### config.mk
export PLATFORM = sky130hd
export DESIGN_NAME = direction_sequencer
export DESIGN_NICKNAME = d
export VERILOG_FILES = /design/src/rtl/direction_sequencer.sv
export SDC_FILE = /design/constraint.sdc
export NUM_CORES = 1
export LEC_CHECK = 0
export ABC_AREA = 1
export CAP_MARGIN = 20
export CORE_MARGIN = 2
export CORE_UTILIZATION = 29
export CTS_CLUSTER_SIZE = 14
export DETAILED_ROUTE_END_ITERATION = 16
export PLACE_DENSITY_LB_ADDON = 0.05
export SYNTH_ARGS = -nofsm -noshare
export SYNTH_HDL_FRONTEND = slang
export SYNTH_SLANG_ARGS = --single-unit
### constraint.sdc
create_clock -name clk -period 1.5 [get_ports clk]
set_input_delay 0.375 -clock clk [delete_from_list [all_inputs] [get_ports clk]]
set_output_delay 0.375 -clock clk [all_outputs]
set_load 0.005 [all_outputs]
### src/rtl/direction_sequencer.sv
// direction_sequencer: game-state FSM with a buffered turn queue for a grid-movement game.
// Define DIR_QUEUE_EN for a 2-entry turn FIFO; without it a single overwrite slot is used.
module direction_sequencer (
  input  logic       clk,
  input  logic       reset,
  input  logic [1:0] direction_in,
  input  logic       direction_valid_in,
  input  logic       start_pause_event_in,
  input  logic       reset_event_in,
  input  logic       tick_in,
  input  logic       game_over_in,
  output logic [1:0] cur_dir_out,
  output logic       step_out,
  output logic [1:0] state_out,
  output logic       game_reset_out,
  output logic [1:0] q_count_out,
  output logic       drop_out
);

  localparam logic [1:0] S_IDLE  = 2'b00;
  localparam logic [1:0] S_RUN   = 2'b01;
  localparam logic [1:0] S_PAUSE = 2'b10;
  localparam logic [1:0] S_OVER  = 2'b11;

  localparam logic [1:0] DIR_RIGHT = 2'b11;

  logic [1:0] state_q, state_d;
  logic [1:0] cur_q, cur_d;
  logic [1:0] cnt_q, cnt_d;
  logic [1:0] q0_q, q0_d;
`ifdef DIR_QUEUE_EN
  logic [1:0] q1_q, q1_d;
  logic [1:0] post_q0;
`endif
  logic       step_q, drop_q, grst_q;
  logic       step_d, drop_d, grst_d;

  logic       run_active;
  logic       flush;
  logic       pop_en;
  logic [1:0] post_cur;
  logic [1:0] post_cnt;
  logic [1:0] ref_dir;
  logic       full_block;
  logic       push_reject;
  logic       push_ok;

  // Movement and queue activity only when running and no higher-priority event.
  assign run_active = (state_q == S_RUN) && !reset_event_in && !game_over_in;
  assign flush      = reset_event_in || ((state_q == S_OVER) && start_pause_event_in);

  // A same-cycle tick pops first; the push is judged against the post-pop view.
  assign pop_en   = run_active && tick_in && (cnt_q != 2'd0);
  assign post_cur = pop_en ? q0_q : cur_q;
  assign post_cnt = pop_en ? (cnt_q - 2'd1) : cnt_q;

`ifdef DIR_QUEUE_EN
  assign post_q0    = pop_en ? q1_q : q0_q;
  assign full_block = (post_cnt == 2'd2);

  always_comb begin
    ref_dir = post_cur;
    if (post_cnt == 2'd1) begin
      ref_dir = post_q0;
    end else if (post_cnt == 2'd2) begin
      ref_dir = q1_q;
    end
  end
`else
  assign full_block = 1'b0;
  assign ref_dir    = post_cur;
`endif

  // Codes differing only in bit 0 are opposites (up/down, left/right).
  assign push_reject = (direction_in == ref_dir) ||
                       ((direction_in ^ ref_dir) == 2'b01) ||
                       full_block;
  assign push_ok     = run_active && direction_valid_in && !push_reject;

  assign step_d = run_active && tick_in;
  assign drop_d = run_active && direction_valid_in && push_reject;
  assign grst_d = flush;

  always_comb begin
    state_d = state_q;
    if (reset_event_in) begin
      state_d = S_IDLE;
    end else begin
      case (state_q)
        S_IDLE:  if (start_pause_event_in) state_d = S_RUN;
        S_RUN: begin
          if (game_over_in) begin
            state_d = S_OVER;
          end else if (start_pause_event_in) begin
            state_d = S_PAUSE;
          end
        end
        S_PAUSE: if (start_pause_event_in) state_d = S_RUN;
        S_OVER:  if (start_pause_event_in) state_d = S_IDLE;
        default: state_d = S_IDLE;
      endcase
    end
  end

  always_comb begin
    cur_d = post_cur;
    cnt_d = post_cnt;
`ifdef DIR_QUEUE_EN
    q0_d  = post_q0;
    q1_d  = q1_q;
    if (push_ok) begin
      if (post_cnt == 2'd0) begin
        q0_d = direction_in;
      end else begin
        q1_d = direction_in;
      end
      cnt_d = post_cnt + 2'd1;
    end
`else
    q0_d  = q0_q;
    if (push_ok) begin
      q0_d  = direction_in;
      cnt_d = 2'd1;
    end
`endif
    if (flush) begin
      cnt_d = '0;
      cur_d = DIR_RIGHT;
    end
  end

  always_ff @(posedge clk) begin
    if (reset) begin
      state_q <= S_IDLE;
      cur_q   <= DIR_RIGHT;
      cnt_q   <= '0;
      q0_q    <= '0;
`ifdef DIR_QUEUE_EN
      q1_q    <= '0;
`endif
      step_q  <= 1'b0;
      drop_q  <= 1'b0;
      grst_q  <= 1'b0;
    end else begin
      state_q <= state_d;
      cur_q   <= cur_d;
      cnt_q   <= cnt_d;
      q0_q    <= q0_d;
`ifdef DIR_QUEUE_EN
      q1_q    <= q1_d;
`endif
      step_q  <= step_d;
      drop_q  <= drop_d;
      grst_q  <= grst_d;
    end
  end

  assign cur_dir_out    = cur_q;
  assign step_out       = step_q;
  assign state_out      = state_q;
  assign game_reset_out = grst_q;
  assign q_count_out    = cnt_q;
  assign drop_out       = drop_q;

endmodule
==> impl_summary.md, run 1 <==
Flow run
Max-cap violations in this run came to 0.

Setup path
The endpoint type of the worst setup path is a register. Measured in cells, the most critical reg-to-reg path has a length of 10. Walking the worst path, the cells encountered are clkdlybuf4s50_1, buf_4, nand4_1, nand3_1, nand3_2, nand2_1, inv_1, nor2_1. The required time of the critical path is 1.71 ns. The largest incremental delay on the critical path is 0.53 ns. Data arrives at the worst endpoint at 1.65 ns. The cell type of the slowest stage on the worst timing path is sky130_fd_sc_hd__clkdlybuf4s50_1. The worst register-to-register path has a setup slack of 0.08 ns.

The origin of the critical flop-to-flop path is state_out[1]$_SDFFE_PP0P_. STA classifies the critical path startpoint as a primary input. The path type of the worst setup path is primary input to register. The endpoint identified for the worst register-to-register timing path is q0_q[0]$_SDFFE_PP0P_. The largest fanout on the critical path is 4.

Global routing
Global routing consumed, over all layers together, 13.60% of the routing resources. The number of global-route vias before repair is 508. The remaining global-route overflow is 0. The first-pass GRT wire length is 2070 um. The initial antenna violation count is 0.

Entering global routing, the biggest net connects 7 pins.

Hold path
The startpoint of the tightest hold check path is q0_q[0]$_SDFFE_PP0P_. The worst hold path passes through 2 cells. The path category of the worst min-delay check is register to register.

Final layout
The layout net count is 115. The area growth from synthesis to layout is 63.49%. The area of all sequential standard cells is 229.0 sq um. 0 antenna diodes ended up in the layout. The finished cells cover 902.1 sq um. Leaving out fill and tap cells, the most frequent cell in the layout is sky130_fd_sc_hd__inv_1. In the layout the commonest cells are 14 x sky130_fd_sc_hd__inv_1, 11 x sky130_fd_sc_hd__buf_4, 9 x sky130_fd_sc_hd__nand2_1, 9 x sky130_fd_sc_hd__clkdlybuf4s50_1. In the final layout, the multi-input gates occupy 290.3 sq um. Of the cells placed in the final design, the portion with a size suffix greater than 1 is 29.81%. The count of filler cells inserted in the layout is 192.

Timing
Summed over all failing endpoints, the final setup total negative slack is 0 ns. The number of hold violations in the final report is 0. The worst-case hold slack is 0.4751 ns.

The fmax is 694.3 MHz. At the pin with the least slew margin, the transition time is 0.2061 ns. The worst pin sits at a relative slew slack of 86.21%. Setup repair after global routing could not meet its margin everywhere. The minimum period implied by the final worst setup slack is 1.440 ns. The final worst clock skew is 0.003591 ns.

The count of final max-slew check failures is 0. Setup violations remaining at the end of the flow were counted as 0. In the finished design, the share of the clock period the worst path needs comes to 96.02%.

Pwr
The analysis attributes to net switching a power of 0.0001332 W. The clock network fraction of design power is 34.8%. Dividing total power by cell area gives a power density of 637.0 nW/um^2. The proportion of power drawn by combinational gates is 13.6%. The internal power of the cells totals 0.0004415 W. The fraction of power consumed by sequential logic is 51.6%.

IR analysis of the VDD net gives a maximum drop of 0.4218 mV. For this design the static power due to leakage is 0.4677 nW. Net switching is 23.18% of the power.

CTS
After clock tree synthesis, the clock-pin slew on the worst setup and hold paths is 0.07 ns. The number of buffers created by CTS is 3. The maximum level of the CTS H-tree is 1.

At the later pin of the worst-skew pair, clock insertion delay measures 0.26 ns. The number of sinks on the clock net is 11. TritonCTS built the clock tree.

The longest clock path from root to sink contains 2 buffers. The CTS root buffer is sky130_fd_sc_hd__clkbuf_4.

Logic synthesis
For this run, the register share of the synthesized area comes to 39.91%. During synthesis, Yosys emitted a total of 0 warnings. The per-instance average area after synthesis is 7.664 sq um. Counting flops and latches in the post-synthesis netlist gives 11. The synthesized area is 551.8 sq um. The instance count of the mapped netlist is 72. Yosys mapped the design onto 21 distinct sky130hd cell types.

The net count of the mapped netlist is 82.

Floorplanning
The number of standard-cell rows in the floorplan is 15. For this design the top-level I/O count stands at 18. The die is 47.62 um wide.

The die is 47.62 um tall. For this configuration, the core starts out at a cell density of 31.28%. The overall die area is 2268 sq um. The core area is 1764 sq um.

Place
The total cell area at the placement stage is 820.8 sq um. The total of buffers placed on input and output ports is 17. At the end of routability-driven placement, the weighted congestion stood at 0.7698. The HPWL after detailed placement is 956 um.

Drt
The number of iterations in the first detailed-routing pass is 4. For this run, design rule violations remaining after detail routing come to 0. The violation count after the first detailed-route iteration is 12. The via count is 563. The number of vias per cell after detailed routing is 4.364. The sum of routed wire length over all layers is 1233 um.

The count of nets left with antenna violations once routing finished came out at 0. The detailed-route wire length per cell is 9.558 um.

Status
The run finished with clean final reports.
[synth_stat cells]
cell type | instances | area (sq um)
sky130_fd_sc_hd__o21ai_0 | 2 | 10.01
sky130_fd_sc_hd__nand2_2 | 3 | 18.77
sky130_fd_sc_hd__inv_1 | 16 | 60.06
sky130_fd_sc_hd__xor2_1 | 1 | 8.760
sky130_fd_sc_hd__nand2_1 | 9 | 33.78
sky130_fd_sc_hd__nor2_4 | 1 | 11.26
sky130_fd_sc_hd__dfxtp_1 | 11 | 220.2
sky130_fd_sc_hd__nor2_1 | 5 | 18.77
sky130_fd_sc_hd__nor3_1 | 1 | 5.000
sky130_fd_sc_hd__nand3_2 | 2 | 20.02
sky130_fd_sc_hd__a21oi_1 | 4 | 20.02
sky130_fd_sc_hd__o21ai_1 | 2 | 10.01
sky130_fd_sc_hd__and2_1 | 1 | 6.260
sky130_fd_sc_hd__o22ai_1 | 1 | 6.260
sky130_fd_sc_hd__nand4_4 | 1 | 21.27
sky130_fd_sc_hd__nand3_1 | 5 | 25.02
sky130_fd_sc_hd__a31oi_1 | 1 | 6.260
sky130_fd_sc_hd__nand4_1 | 3 | 18.77
sky130_fd_sc_hd__ha_1 | 1 | 12.51
sky130_fd_sc_hd__nand4_2 | 1 | 12.51
sky130_fd_sc_hd__nor2_2 | 1 | 6.260
[worst max-delay path: cells and delay by family]
kind | cells | cell delay (ns)
and+or+nand+nor | 5 | 0.55
buffers and inverters | 3 | 0.73
[power by group through the flow]
stage	sequential [W]	clock [W]	combinational, W
finish	0.000296	0.000200	0.0000784
global route	0.000297	0.000232	0.0000872
CTS	0.000296	0.000214	0.0000784
detailed placement	0.000306	0	0.0000735
global placement	0.000306	0	0.0000739
floorplan	0.000306	0	0.0000241
[cell families (layout without fill, tap and decap cells)]
kind of cell               after synthesis  after routing  share of synthesized area, %
and+or+nand+nor                         33             33                         35.83
buffers and inverters                   16             48                         10.88
DFF                                     11             11                         39.91
AOI/OAI and AO/OA                       10             10                         9.526
adders and majority gates                1              1                         2.267
xor gates and xnor gates                 1              1                         1.588
[flip-flops by register name (all words and copies together) (netlist names), named ones only]
register / flops
q0_q: 2
q_count_out: 2
state_out: 2
cur_dir_out: 1
drop_out: 1
game_reset_out: 1
step_out: 1
[final cells by class]
| cell class | count | area share [%] |
|---|---|---|
| clock buffers | 4 | 2.913 |
| repair buffers | 28 | 29.40 |
| well taps | 25 | 3.467 |
| multi-input cells | 45 | 32.18 |
| inverters | 16 | 6.657 |
| flip-flops and latches | 11 | 25.38 |
[routing by layer]
metal / vias to the layer above / GRT usage (%) / part of all wire, %
li1: 301 / - / -
met1: 243 / 17.23 / 47
met2: 17 / 20.27 / 45
met3: 2 / 3.774 / 7.2
met4: 0 / 8.649 / 0.97
met5: - / 0 / 0
[how the worst max path moves through the flow]
stage	start	endpoint	slack, ns	cells past startpoint
3_3_place_gp	reset_event_in	q0_q[0]$_SDFFE_PP0P_	-0.22	9
3_5_place_dp	reset_event_in	q0_q[0]$_SDFFE_PP0P_	-0.21	9
2_1_floorplan	q_count_out[0]$_SDFFE_PP0P_	q0_q[0]$_SDFFE_PP0P_	0.13	10
4_1_cts	register	cur_dir_out[0]	0.004	1
5_1_grt	state_out[1]$_SDFFE_PP0P_	q0_q[0]$_SDFFE_PP0P_	-0.05	10
6_report	tick_in	q0_q[0]$_SDFFE_PP0P_	0.06	8
[through the flow]
| step | cells | setup slack [ns] | total power (W) | utilization, % |
|---|---|---|---|---|
| global route | 129 | -0.04832 | 0.0006160 | 51.13 |
| CTS | 129 | 0.003599 | 0.0005892 | 49.22 |
| detailed placement | 123 | -0.2127 | 0.0003795 | 46.52 |
| global placement | 123 | -0.2181 | 0.0003798 | 46.52 |
| floorplan | 72 | 0.1292 | 0.0003302 | - |
| finish | 129 | 0.05963 | 0.0005747 | 51.13 |
[repair_timing]
item | in CTS | in global routing
buffers inserted | 2 | 0
pin swaps | 0 | 3
gates cloned | 0 | 0
gates resized for setup | 8 | 12
hold buffers | 0 | 0
endpoints found under the setup margin | 5 | 8
No activity file was read; power rests on OpenSTA's default activity.
==> inputs of run 2 (changes only) <==
Settings changed: CTS_BUF_LIST from default to sky130_fd_sc_hd__clkbuf_2 sky130_fd_sc_hd__clkbuf_4 sky130_fd_sc_hd__clkbuf_8.
==> impl_summary.md, run 2 (same netlist as run 1, synthesis figures left out) <==
Global routing
The met2 layer usage reported by global route is 20.27%. In the global route stage, overall resource usage came out at 13.60%. The initial antenna violation count was 0. The global routing's busiest layer is met2. The total overflow left after global routing is 0.

The pin count of the biggest net entering global routing is 7. Global routing consumed, on the met1 layer, 17.23% of the routing resources. Global routing used 3.774% of the available met3 tracks. The first global-routing pass estimated 2070 um of wire. The number of global-route vias before repair is 508.

Setup path
The largest fanout on the critical path is 4. The worst setup slack for register-to-register paths is 0.08 ns. The number of cells on the worst reg-to-reg path is 10. The path type of the worst setup path is primary input to register.

STA classifies the critical path endpoint as a register. At the worst endpoint, the arrival time is 1.65 ns. The element type at the critical path start is a primary input. In this run the critical register-to-register path is captured at q0_q[0]$_SDFFE_PP0P_. The startpoint identified for the worst register-to-register timing path is state_out[1]$_SDFFE_PP0P_.

The required time of the critical path is 1.71 ns.

Floorplanning
The count of pins on the block boundary is 18. Measured along the x axis, the die boundary spans 47.62 um. In this run the vertical extent of the chip is 47.62 um. The initial core utilization is 31.28%.

The region available for standard cell placement spans 1764 sq um. The floorplan has 15 rows. The overall die area is 2268 sq um.

Timing
The final worst clock skew is 0.002555 ns. The final period utilization is 96.01%. The minimum period implied by the final worst setup slack is 1.440 ns. Setup repair after global routing could not meet its margin everywhere. The number of hold violations in the final report came to 0.

Headroom to the max-slew limit came out at 86.51%. Derived from the worst setup path, the maximum achievable clock frequency is 694.4 MHz. The count of final max-slew check failures is 0. The total setup violations reported at the end of the flow is 0.

The transition at the pin with the smallest max-transition slack is 0.2016 ns.

Pwr
Overall power consumption after layout is estimated at 0.0005941 W. VDD sags by at most 0.4283 mV. For this design the ratio of total power to cell area is 655.8 nW/um^2.

The reported leakage power is 0.4711 nW.

Place
In this run the tool buffered the top-level ports with 17 buffer cells. The detailed placement HPWL is 956 um. The final weighted congestion in routability-driven placement is 0.7698.

Final layout
The share of layout cells above drive strength 1 is 30.77%. The repair_antennas step left the layout with diodes totalling 0. The top cell types in the final layout, fill and taps aside, are 14 x sky130_fd_sc_hd__inv_1, 11 x sky130_fd_sc_hd__buf_4, 9 x sky130_fd_sc_hd__nand2_1, 9 x sky130_fd_sc_hd__clkdlybuf4s50_1. The layout net count is 115. Leaving out fill and tap cells, the most frequent cell in the layout is sky130_fd_sc_hd__inv_1. Measured on the finished design, the core utilization comes to 51.35%. The layout overhead on the synthesized area is 64.17%.

Drt
The routed design has 1241 um of wire. The detail route stage leaves a number of antenna-violating nets equal to 0. The number of vias per cell after detailed routing is 4.380. The DRC violation count after routing is 0. The number of iterations in the first detailed-routing pass is 4. The final route contains 565 vias. After the first detailed-routing iteration, the DRC count stood at 13. The detailed-route wire length per cell is 9.620 um.

Status
The run finished with clean final reports.

CTS
The number of buffers created by CTS is 3. Counting along the longest clock path gives a buffer depth of 2. The number of sinks on the clock net is 11. The clock tree from TritonCTS is done.

The maximum level of the CTS H-tree is 1. Clock-pin slew was measured on the worst setup and hold paths at 0.07 ns. The clock network latency to the later pin of the worst-skew pair is 0.26 ns. The tree is rooted in a sky130_fd_sc_hd__clkbuf_4. The count of hold buffers inserted by post-cts repair is 0.

Hold path
Along the worst hold path, the cell count comes to 2. The startpoint of the tightest hold check path is q0_q[0]$_SDFFE_PP0P_. In this run the worst hold path is classified as register to register.

Flow run
Across the run, the number of max-cap violations was 0.
[run 2: cell counts in the layout (fill, tap and decap cells not counted)]
No cell type changed its count.
[run 2: power breakdown]
part / leakage, nW / total (W) / internal, W / switching, W
clock: 0.0184 / 0.000219 / 0.000121 / 0.0000983
sequential: 0.0909 / 0.000296 / 0.000295 / 0.00000143
combinational: 0.362 / 0.0000784 / 0.0000436 / 0.0000349
total: 0.471 / 0.000594 / 0.000460 / 0.000135
[run 2: worst max-delay path: stages]
cell and delay, ns:
sky130_fd_sc_hd__clkdlybuf4s50_1 0.53, sky130_fd_sc_hd__buf_4 0.16, sky130_fd_sc_hd__nand4_1 0.14, sky130_fd_sc_hd__nand3_1 0.14
sky130_fd_sc_hd__nand3_2 0.11, sky130_fd_sc_hd__nand2_1 0.08, sky130_fd_sc_hd__inv_1 0.04, sky130_fd_sc_hd__nor2_1 0.08
[run 2: repair_timing]
action / in CTS / in global routing
resized for setup: 8 / 12
cloned: 0 / 0
setup buffers: 2 / 0
pin swaps: 0 / 3
setup endpoints to repair: 5 / 8
[run 2: cell type report]
cell class	instances	area (sq um)
clock buffer	4	30.03
fill	192	858.3
inverter	16	60.06
multi-input combinational	45	290.3
sequential	11	229.0
tap	25	31.28
timing repair buffer	28	265.3
[run 2: layer usage]
metal,share of wire [%],routed length (um),vias to the layer above
li1,-,-,301
met1,46,575,245
met2,45,564,17
met3,7.2,89,2
met4,0.97,12,0
met5,0,0,-
[run 2: per-stage QoR]
step                instance area, sq um  std cells  setup WS [ns]  hold WS, ns  TNS (ns)
floorplan                          551.8         72         0.1292       0.4378         0
global placement                   820.8        123        -0.2181       0.4708    -1.121
detailed placement                 820.8        123        -0.2127       0.4721    -1.053
CTS                                872.1        129       0.001734       0.4855         0
global route                       905.9        129       -0.04653       0.4974  -0.05409
finish                             905.9        129        0.05984       0.4737         0
[run 2: how the worst max path moves through the flow]
stage	to	slack (ns)	start	cells after the start
floorplan	q0_q[0]$_SDFFE_PP0P_	0.13	q_count_out[0]$_SDFFE_PP0P_	10
global placement	q0_q[0]$_SDFFE_PP0P_	-0.22	reset_event_in	9
detailed placement	q0_q[0]$_SDFFE_PP0P_	-0.21	reset_event_in	9
CTS	cur_dir_out[0]	0.002	register	1
global route	q0_q[0]$_SDFFE_PP0P_	-0.05	state_out[1]$_SDFFE_PP0P_	10
finish	q0_q[0]$_SDFFE_PP0P_	0.06	tick_in	8
